`config.mk`:
```
export PLATFORM = sky130hd
export DESIGN_NAME = uart_rx_ctrl
export DESIGN_NICKNAME = d
export VERILOG_FILES = /design/src/rtl/uart_rx_pkg.sv /design/src/rtl/uart_rx_ctrl.sv
export SDC_FILE = /design/constraint.sdc
export NUM_CORES = 1
export LEC_CHECK = 0
export ABC_AREA = 1
export CORE_MARGIN = 4
export CORE_UTILIZATION = 55
export CTS_BUF_LIST = sky130_fd_sc_hd__clkbuf_16
export DETAILED_ROUTE_END_ITERATION = 12
export PLACE_DENSITY = 0.79
export SLEW_MARGIN = 20
export SYNTH_ARGS = -nofsm -noshare
export SYNTH_HDL_FRONTEND = slang
export SYNTH_SLANG_ARGS = --single-unit
```
`constraint.sdc`:
```
create_clock -name clk -period 3.5 [get_ports clk]
set_clock_uncertainty 0.1 [all_clocks]
set_input_delay 0.7 -clock clk [delete_from_list [all_inputs] [get_ports clk]]
set_output_delay 0.7 -clock clk [all_outputs]
set_load 0.02 [all_outputs]
```
`src/rtl/uart_rx_pkg.sv`:
```
// uart_rx_pkg: shared types and timing constants for the UART RX path.
//   rx_state_t : receive sequencer states
//   OSR        : oversampling ratio (ticks per bit)
//   START_MID  : tick count at which the start bit is re-checked
//   BIT_END    : tick count at which data/parity/stop bits are sampled
package uart_rx_pkg;

  typedef enum logic [2:0] {
    IDLE,
    START,
    DATA,
    PARITY,
    STOP
  } rx_state_t;

  localparam int       OSR       = 16;
  localparam logic [3:0] START_MID = 4'd7;
  localparam logic [3:0] BIT_END   = 4'd15;

endpackage

```
`src/rtl/uart_rx_ctrl.sv`:
```
// uart_rx_ctrl: UART receive sequencer. Validates the start bit at its
// middle, samples data/parity/stop bits one bit-period later each, and
// presents the character on a valid/ready interface with error flags.
//   clk, rst_n    : clock, async active-low reset
//   tick_16x      : one-clk strobe at 16x baud
//   rx_filtered   : filtered serial line (idle high)
//   falling_edge  : one-clk strobe on filtered high-to-low transition
//   rx_data       : received character, LSB first on the line
//   rx_valid/ready: output handshake
//   frame_err     : stop bit(s) sampled low (qualified by rx_valid)
//   parity_err    : parity mismatch (qualified by rx_valid)
//   overrun_err   : one-clk pulse when a completed frame is dropped
//   busy          : sequencer not idle
module uart_rx_ctrl
  import uart_rx_pkg::*;
#(
  parameter int DATA_BITS  = 8,
  parameter int PARITY_EN  = 0,
  parameter int PARITY_ODD = 0,
  parameter int STOP_BITS  = 1
) (
  input  logic                 clk,
  input  logic                 rst_n,
  input  logic                 tick_16x,
  input  logic                 rx_filtered,
  input  logic                 falling_edge,
  output logic [DATA_BITS-1:0] rx_data,
  output logic                 rx_valid,
  input  logic                 rx_ready,
  output logic                 frame_err,
  output logic                 parity_err,
  output logic                 overrun_err,
  output logic                 busy
);

  localparam logic [2:0] LAST_BIT  = 3'(DATA_BITS - 1);
  localparam logic [2:0] LAST_STOP = 3'(STOP_BITS - 1);

  rx_state_t state_q, state_d;
  logic [3:0] tick_q, tick_d;
  logic [2:0] bit_q, bit_d;
  logic [DATA_BITS-1:0] shreg_q;
  logic ferr_q, perr_q;

  // per-cycle datapath strobes from the FSM
  logic err_clr, shift_en, par_smp, stop_smp, done;

  always_ff @(posedge clk or negedge rst_n) begin
    if (!rst_n) begin
      state_q <= IDLE;
      tick_q  <= '0;
      bit_q   <= '0;
    end else begin
      state_q <= state_d;
      tick_q  <= tick_d;
      bit_q   <= bit_d;
    end
  end

  always_comb begin
    state_d  = state_q;
    tick_d   = tick_q;
    bit_d    = bit_q;
    err_clr  = 1'b0;
    shift_en = 1'b0;
    par_smp  = 1'b0;
    stop_smp = 1'b0;
    done     = 1'b0;
    case (state_q)
      IDLE: if (falling_edge) begin
        state_d = START;
        tick_d  = '0;
      end
      START: if (tick_16x) begin
        if (tick_q == START_MID) begin
          // line back high at mid-start is a glitch: silently abandon
          tick_d  = '0;
          bit_d   = '0;
          state_d = rx_filtered ? IDLE : DATA;
          err_clr = ~rx_filtered;
        end else begin
          tick_d = tick_q + 4'd1;
        end
      end
      DATA: if (tick_16x) begin
        tick_d = tick_q + 4'd1;
        if (tick_q == BIT_END) begin
          shift_en = 1'b1;
          bit_d    = bit_q + 3'd1;
          if (bit_q == LAST_BIT) begin
            bit_d   = '0;
            state_d = (PARITY_EN != 0) ? PARITY : STOP;
          end
        end
      end
      PARITY: if (tick_16x) begin
        tick_d = tick_q + 4'd1;
        if (tick_q == BIT_END) begin
          par_smp = 1'b1;
          bit_d   = '0;
          state_d = STOP;
        end
      end
      STOP: if (tick_16x) begin
        tick_d = tick_q + 4'd1;
        if (tick_q == BIT_END) begin
          stop_smp = 1'b1;
          // bit_cnt is reused to count stop bits
          if (bit_q == LAST_STOP) begin
            done    = 1'b1;
            state_d = IDLE;
          end else begin
            bit_d = bit_q + 3'd1;
          end
        end
      end
      default: state_d = IDLE;
    endcase
  end

  always_ff @(posedge clk or negedge rst_n) begin
    if (!rst_n) begin
      shreg_q     <= '0;
      ferr_q      <= 1'b0;
      perr_q      <= 1'b0;
      rx_data     <= '0;
      rx_valid    <= 1'b0;
      frame_err   <= 1'b0;
      parity_err  <= 1'b0;
      overrun_err <= 1'b0;
      busy        <= 1'b0;
    end else begin
      busy        <= (state_d != IDLE);
      overrun_err <= 1'b0;
      if (err_clr) begin
        ferr_q <= 1'b0;
        perr_q <= 1'b0;
      end
      if (shift_en) shreg_q <= {rx_filtered, shreg_q[DATA_BITS-1:1]};
      if (par_smp)  perr_q  <= (^{shreg_q, rx_filtered}) ^ (PARITY_ODD != 0);
      if (stop_smp && !rx_filtered) ferr_q <= 1'b1;
      if (done) begin
        if (!rx_valid || rx_ready) begin
          rx_data    <= shreg_q;
          // last stop sample is folded in directly; ferr_q only holds earlier ones
          frame_err  <= ferr_q | ~rx_filtered;
          parity_err <= (PARITY_EN != 0) ? perr_q : 1'b0;
          rx_valid   <= 1'b1;
        end else begin
          overrun_err <= 1'b1;
        end
      end else if (rx_valid && rx_ready) begin
        rx_valid <= 1'b0;
      end
    end
  end

endmodule

```
### Word level (Yosys, flattened, before mapping)

Cells that the tools add are included.

* input port bits: 6
* register bits after elaboration: 31
* word-level logic and storage cells: 97
* output and inout bits: 13

* add/subtract/negate cells: 2
* equal/unequal tests: 19
* reductions and logical operators: 17
* bitwise logic cells: 2
* muxes and demuxes: 47

Operators with widths (number)
* two-way mux 3 bit: 21
* != test 2 bit, second input constant: 10
* two-way mux 1 bit: 18
* two-way mux 4 bit: 4
* one-hot mux 3 bit (5 select lines): 1
* one-hot mux 3 bit (4 select lines): 1
* one-hot mux 4 bit (3 select lines): 1
* AND reduction 10 bit: 1
* == test 3 x 2 -> 1 bit, second input constant: 2
* == test 3 bit, second input constant: 2
* logical NOT 3 bit: 2
* nonzero test 3 bit: 2
* adder 4 x 1 -> 4 bit, second input constant: 1
* == test 4 x 3 -> 1 bit, second input constant: 1
* == test 4 bit, second input constant: 1
* != test 2 x 1 -> 1 bit, second input constant: 2
* AND reduction 2 bit: 2
* AND reduction 4 bit: 1
* nonzero test 2 bit: 2
* nonzero test 4 bit: 1
* adder 3 x 1 -> 3 bit, second input constant: 1
* == test 3 x 1 -> 1 bit, second input constant: 1
* OR reduction 3 bit: 1
* logical AND 1 bit: 2
* 5 further kinds: 6

### Longest topological paths before layout

* word-level depth: 7
* depth in mapped cells: 10
* gate-level depth less buffers: 10

### Least setup slack after synthesis

Ideal clock, no wire load.

* path kind: input-to-reg
* start: input port tick_16x
* end: register bit_q[0]
* setup time: 0.117 ns
* buffers on the path: 0
* data required time: 3.283 ns
* setup slack: 1.872 ns
* stages: 9
* arrival time: 1.411 ns
* cells stage by stage: nand2_1 inv_1 nand2_1 nand2_1 nand2_1 nor2_2 nand2_1 nand2_1 nand2_1

* word-level cells in the longest chain between the ends: 2
* elaborated cells between the ends (all ways): 5

Ends and longest elaborated chain
* start, declared: RTL line uart_rx_ctrl.sv:24 `input logic tick_16x,`
* != test 2 bit (no line)
* AND reduction 10 bit (no line) *
* end signal, assigned: RTL line uart_rx_ctrl.sv:56 `bit_q <= bit_d;`
* end, declared: RTL line uart_rx_ctrl.sv:41 `logic [2:0] bit_q, bit_d;`

Mark *: on every way between the ends. The rest lies on a longest branch, timed or not.
A chain may end at the register's enable or synchronous reset.

### Final worst setup path

* start: input port tick_16x
* end: register busy

* word-level cells in the longest chain between the ends: 3
* elaborated cells between the ends (all ways): 6

Ends and longest elaborated chain
* two-way mux 3 bit (on tied branches)
* one-hot mux 3 bit (5 select lines) *: RTL line uart_rx_ctrl.sv:69 `case (state_q)`
* nonzero test 3 bit *: RTL line uart_rx_ctrl.sv:133 `busy <= (state_d != IDLE);`
* end signal, assigned: RTL line uart_rx_ctrl.sv:133
* end, declared: RTL line uart_rx_ctrl.sv:33 `output logic busy`

Marked as above.

==> metrics.cfg <==
[clock_network]
path_clk_slew_ns=0.05
clockBufferDepth=2
cts-buffers-inserted=5
hold_buffers=0
cts-root-buf=clkbuf_16
cts_tree=yes
cts.sinks=31
clk_latency_ns=0.27
htree_levels=2
cts_setup_buffers=0
cts_resized=0

[placement]
place_ws_ns=1.17
place_inst=235
port_buffers=17
hpwl_um=2130
gp_congestion=0.923
placed_area_um2=1730

[global_routing]
grt_pass1_wl_um=5110
antenna_found_initial=0
grt_use_total_pct=18.8
grt_pass1_vias=1227
grt_max_degree=32
gr-total-overflow=0

[cells_and_area]
num_antenna_cells=0
layout-drive-gt1-share_pct=9.39
final_common_cell=nand2_1
instances_no_fill=243
most-common-layout-cells=nand2_1 (58), dfrtp_1 (31), inv_1 (22), o21ai_1 (17), clkdlybuf4s50_1 (17)
stdcell_area_um2=1870
area_growth_pct=21.2
final_util_pct=72.7
nets=222

[synthesis]
synthesis.nets=200
synth-seq-cells=31
yosys.cell_types.count=24
yosysSeqAreaShare_pct=50.4
synth_area_um2=1540
yosys_warnings=0
netlist_instances=190
avgSynthCellArea_um2=8.11

[worst_setup_path]
endpoint_kind=register
ff2ff_setup_slack_ns=1.75
critPathKind=in2reg
rr_endpoint=busy$_DFF_PN0_
cp.arrival_ns=2.18
startpoint_type=input pin
rr_worst_depth=9
worstReg2RegStart=tick_q[0]$_DFFE_PN0P_
worstPathRequired_ns=3.61
crit_path_max_fanout=17

[sta]
fin_ws_ns=1.43
finalCritPeriodShare_pct=59.1
fmax_mhz=483
tns_ns=0
rsz0062_at_grt=false
finalMaxSlewViolations=0
min_period_ns=2.07
hold_viol_final=0
hold_ws_ns=0.382
setup-violations-final=0

[routing]
route.met3.wl_um=212
drt-wirelength-per-cell_um=11.9
avgViaCountPerCell=5.30
totalWireLength_um=2900
initialDrtViolationCount=62
wirelength_met1_um=1310
dr.pass1.iters=4
ant_nets=0
dr_wl_met2_um=1320
vias=1287
remaining_drc_errors=0
top_layer=met4

[pwr]
max-vdd-ir-drop_v=0.000613
p_leak_nw=0.972
finalPower_mw=1.10
pwr_density_cell_nw_per_um2=590

[die]
die_y_um=60.9
top_level_ports=19
die_width_um=60.9
core_area_um2=2570
start_util_pct=60.0
die-area_um2=3710
rows=18

[run]
cap_violations=0

[status]
status=finished, final reports clean

[hold_path]
hp-class=reg2reg
min_path_cells=2
worst_hold_path.endpoint=shreg_q[4]$_DFFE_PN0P_
worstHoldStart=shreg_q[5]$_DFFE_PN0P_

-- sequential cells by signal, summed over array words and instances (netlist names) --
register / flops
bit_q: 3
busy: 1
ferr_q: 1
frame_err: 1
overrun_err: 1
rx_data: 8
rx_valid: 1
shreg_q: 8
state_q: 3
tick_q: 4
-- layout make-up --
type / instances / area, µm²
fillers: 193 / 701
clock inverters: 3 / 12.5
repair buffers: 18 / 178
inverters: 24 / 90.1
multi-input cells: 132 / 648
well taps: 30 / 37.5
clock buffers: 5 / 125
flip-flops and latches: 31 / 776
-- synthesized netlist by cell type, drive strengths merged --
cell type | instances | area share, %
ha | 4 | 3.2
conb | 1 | 0.24
xor2 | 1 | 0.57
o21ai | 23 | 7.5
buf | 3 | 1.7
nor2 | 19 | 5.8
o22ai | 1 | 0.41
a21boi | 1 | 0.49
nand3b | 1 | 0.49
inv | 24 | 5.8
nor3 | 2 | 0.97
o31ai | 1 | 0.49
nand2 | 60 | 15
dfrtp | 31 | 50
nand4 | 2 | 1.8
nand3 | 16 | 5.2
-- how the worst max path moves through the flow --
| stage | startpoint | endpoint | slack [ns] | cells past startpoint |
|---|---|---|---|---|
| floorplan | tick_16x | bit_q[0]$_DFFE_PN0P_ | 1.87 | 9 |
| global placement | tick_16x | busy$_DFF_PN0_ | 1.19 | 9 |
| detailed placement | tick_16x | busy$_DFF_PN0_ | 1.17 | 9 |
| CTS | tick_16x | busy$_DFF_PN0_ | 1.44 | 9 |
| global route | tick_16x | busy$_DFF_PN0_ | 1.30 | 9 |
| finish | tick_16x | busy$_DFF_PN0_ | 1.43 | 9 |
-- critical path, stage by stage --
cell	delay (ns)
clkdlybuf4s50_1	0.51
nand2_1	0.09
inv_1	0.06
nand2_1	0.16
nor2_4	0.33
nand2_1	0.09
nand3_1	0.09
nand2_1	0.07
nand2_1	0.07
-- report_power, final --
group          total, mW  switching (mW)  leakage (nW)  internal, mW
registers          0.437          0.0392         0.380         0.398
clock network      0.396           0.141        0.0762         0.256
logic              0.268           0.174         0.516        0.0938
-- layer usage --
metal / track usage [%] / vias up
met5: 0 / -
met4: 7.43 / 0
met3: 6.17 / 8
met2: 31.1 / 38
met1: 22.5 / 590
li1: - / 651
-- kinds of logic (layout without fill, tap and decap cells) --
kind of cell    count (synthesis)  after routing  share of synthesized area (%)
other cells                     1              1                          0.243
simple gates                  100            100                           29.2
buf+inv                        27             50                           7.55
compound gates                 26             26                           8.86
flops                          31             31                           50.4
fa+ha+maj                       4              4                           3.25
xor+xnor                        1              1                          0.569
Power figures use the tool's default switching activity.
==> variant: new RTL, config.mk and constraints unchanged <==
The parameter `DATA_BITS` goes from 8 to 12.
--- a/src/rtl/uart_rx_ctrl.sv
+++ b/src/rtl/uart_rx_ctrl.sv
@@ -15,5 +15,5 @@
   import uart_rx_pkg::*;
 #(
-  parameter int DATA_BITS  = 8,
+  parameter int DATA_BITS  = 12,
   parameter int PARITY_EN  = 0,
   parameter int PARITY_ODD = 0,
Ports: changed (resized rx_data); port bits go from 19 to 23. No check against the original RTL was run, so the function may have changed too.
==> variant against the unedited design <==
Via count grew 14%. Sequential cell count grew 8. Total power grew 38%. Largest cell class unchanged. Largest power group unchanged. Cell area grew 29%. Global-route usage shrank 1.0 points. Final cell count grew 23%. Sequential power grew 30%. Routed wire length grew 23%. Die area grew 28%. Area after synthesis grew 32%. Highest routed layer unchanged. Worst setup slack lost 0.075 ns.
==> variant: results (changes against the unedited design) <==
clock power share: 0.327 (-0.033)
overall power: 0.001517 W (+38%)
CTS buffer count: 5 (unchanged)
Global Route Usage Sum: 0.1774 (-0.01031)
post-synthesis mux area share: 0 (unchanged)
antenna cell count: 0 (unchanged)
actual slew at the worst max-slew pin: 0.8459 ns
number of port buffers: 21 (+4)
vias in the first global route: 1439 (+17%)
worst min path class: reg -> reg
drt pass-1 iters: 4 (unchanged)
ys async rst share: 1.000 (unchanged)
worst-path fanout max: 24 (+7)
nets@finish: 262 (+18%)
share of layout cells above drive strength 1: 0.2024 (+0.1085)
biggest regs: rx_data (12), shreg_q (12), tick_q (4)
Synth Area in Adders: 0.03066 (-0.001838)
syn_area_per_cell: 8.950 um^2 (+10%)
post-synthesis cell type count: 26 (+8.3%)
crit path DAT: 2.20 ns (+0.02 ns)
Post-synth top cells: 65 x nand2_1, 39 x dfrtp_1, 32 x inv_1
xor/xnor share of the synthesized area: 0.004292 (-0.001395)
CP delay by family, top: simple AND/OR/NAND/NOR gates
largest net degree at the start of global routing: 40 (+25%)
sequential power share: 0.374 (-0.023)
Seq/Total Area, Yosys: 0.4782 (-0.02542)
pre-CTS WS: 1.054 ns (-0.1123 ns)
CP max stage delay: 0.50 ns
Yosys warnings: 0 (unchanged)
htree depth: 2 (unchanged)
Post-DP HPWL: 2536 um (+19%)
# Post-CTS Setup Buffers: 0 (unchanged)
vias per inst: 4.919 (-7.1%)
slowest cell on the critical path: clkdlybuf4s50_1
largest cells by area after synthesis: dfrtp_1 48%, nand2_1 12%, o21ai_2 11%, inv_1 5.9%, nand3_1 3.2%
Resized Gates After CTS: 0 (unchanged)
synthesized net count: 239 (+20%)
outcome: finished clean
global-route wire length before repair: 6147 um (+20%)
Synth Area in Compound Gates: 0.1281 (+0.03960)
VDD IR-drop max: 0.5336 mV (-13%)
total routed wirelength: 3563 um (+23%)
NetSw: 0.0005261 W (+49%)
GPL Wtd Cong: 0.8652 (-6.3%)
Pleak: 1.165 nW (+20%)
initial antenna violation count: 0 (unchanged)
placed instance area: 0.002251 mm^2 (+30%)
clk root buf: clkbuf_16
placed cells: 290 (+23%)
DR iter-0 viols: 82 (+32%)
Via Count: 1466 (+14%)
-- variant: per-layer routing --
metal  wire (um)  part of all wire  global-route usage  up-vias
met5           0                 0                   0        -
met4          40             0.011             0.06569        0
met3         121             0.034             0.04862        5
met2        1699              0.48              0.2940       22
met1        1701              0.48              0.2206      681
li1            -                 -                   -      758
-- variant: layout make-up --
type	count	area (um^2)
inverter	36	137.6
multi-input combinational	148	874.6
tap	46	57.56
fill	292	1054
timing repair buffer	21	205.2
sequential	39	975.9
clock inverter	3	38.79
clock buffer	5	125.1
-- variant: path summary, 6_finish.rpt --
path | slack [ns] | endpoint | cells past startpoint | startpoint
hold / removal | 0.38 | rx_data[11] | 2 | rx_data[11]
hold reg to reg | 0.38 | rx_data[11] | 2 | rx_data[11]
min in group asynchronous | 0.43 | tick_q[1] | 1 | rst_n
setup reg to reg | 1.60 | rx_data[5] | 7 | bit_q[0]
setup / recovery | 1.35 | rx_data[5] | 6 | tick_16x
max in group asynchronous | 2.33 | shreg_q[11] | 1 | rst_n
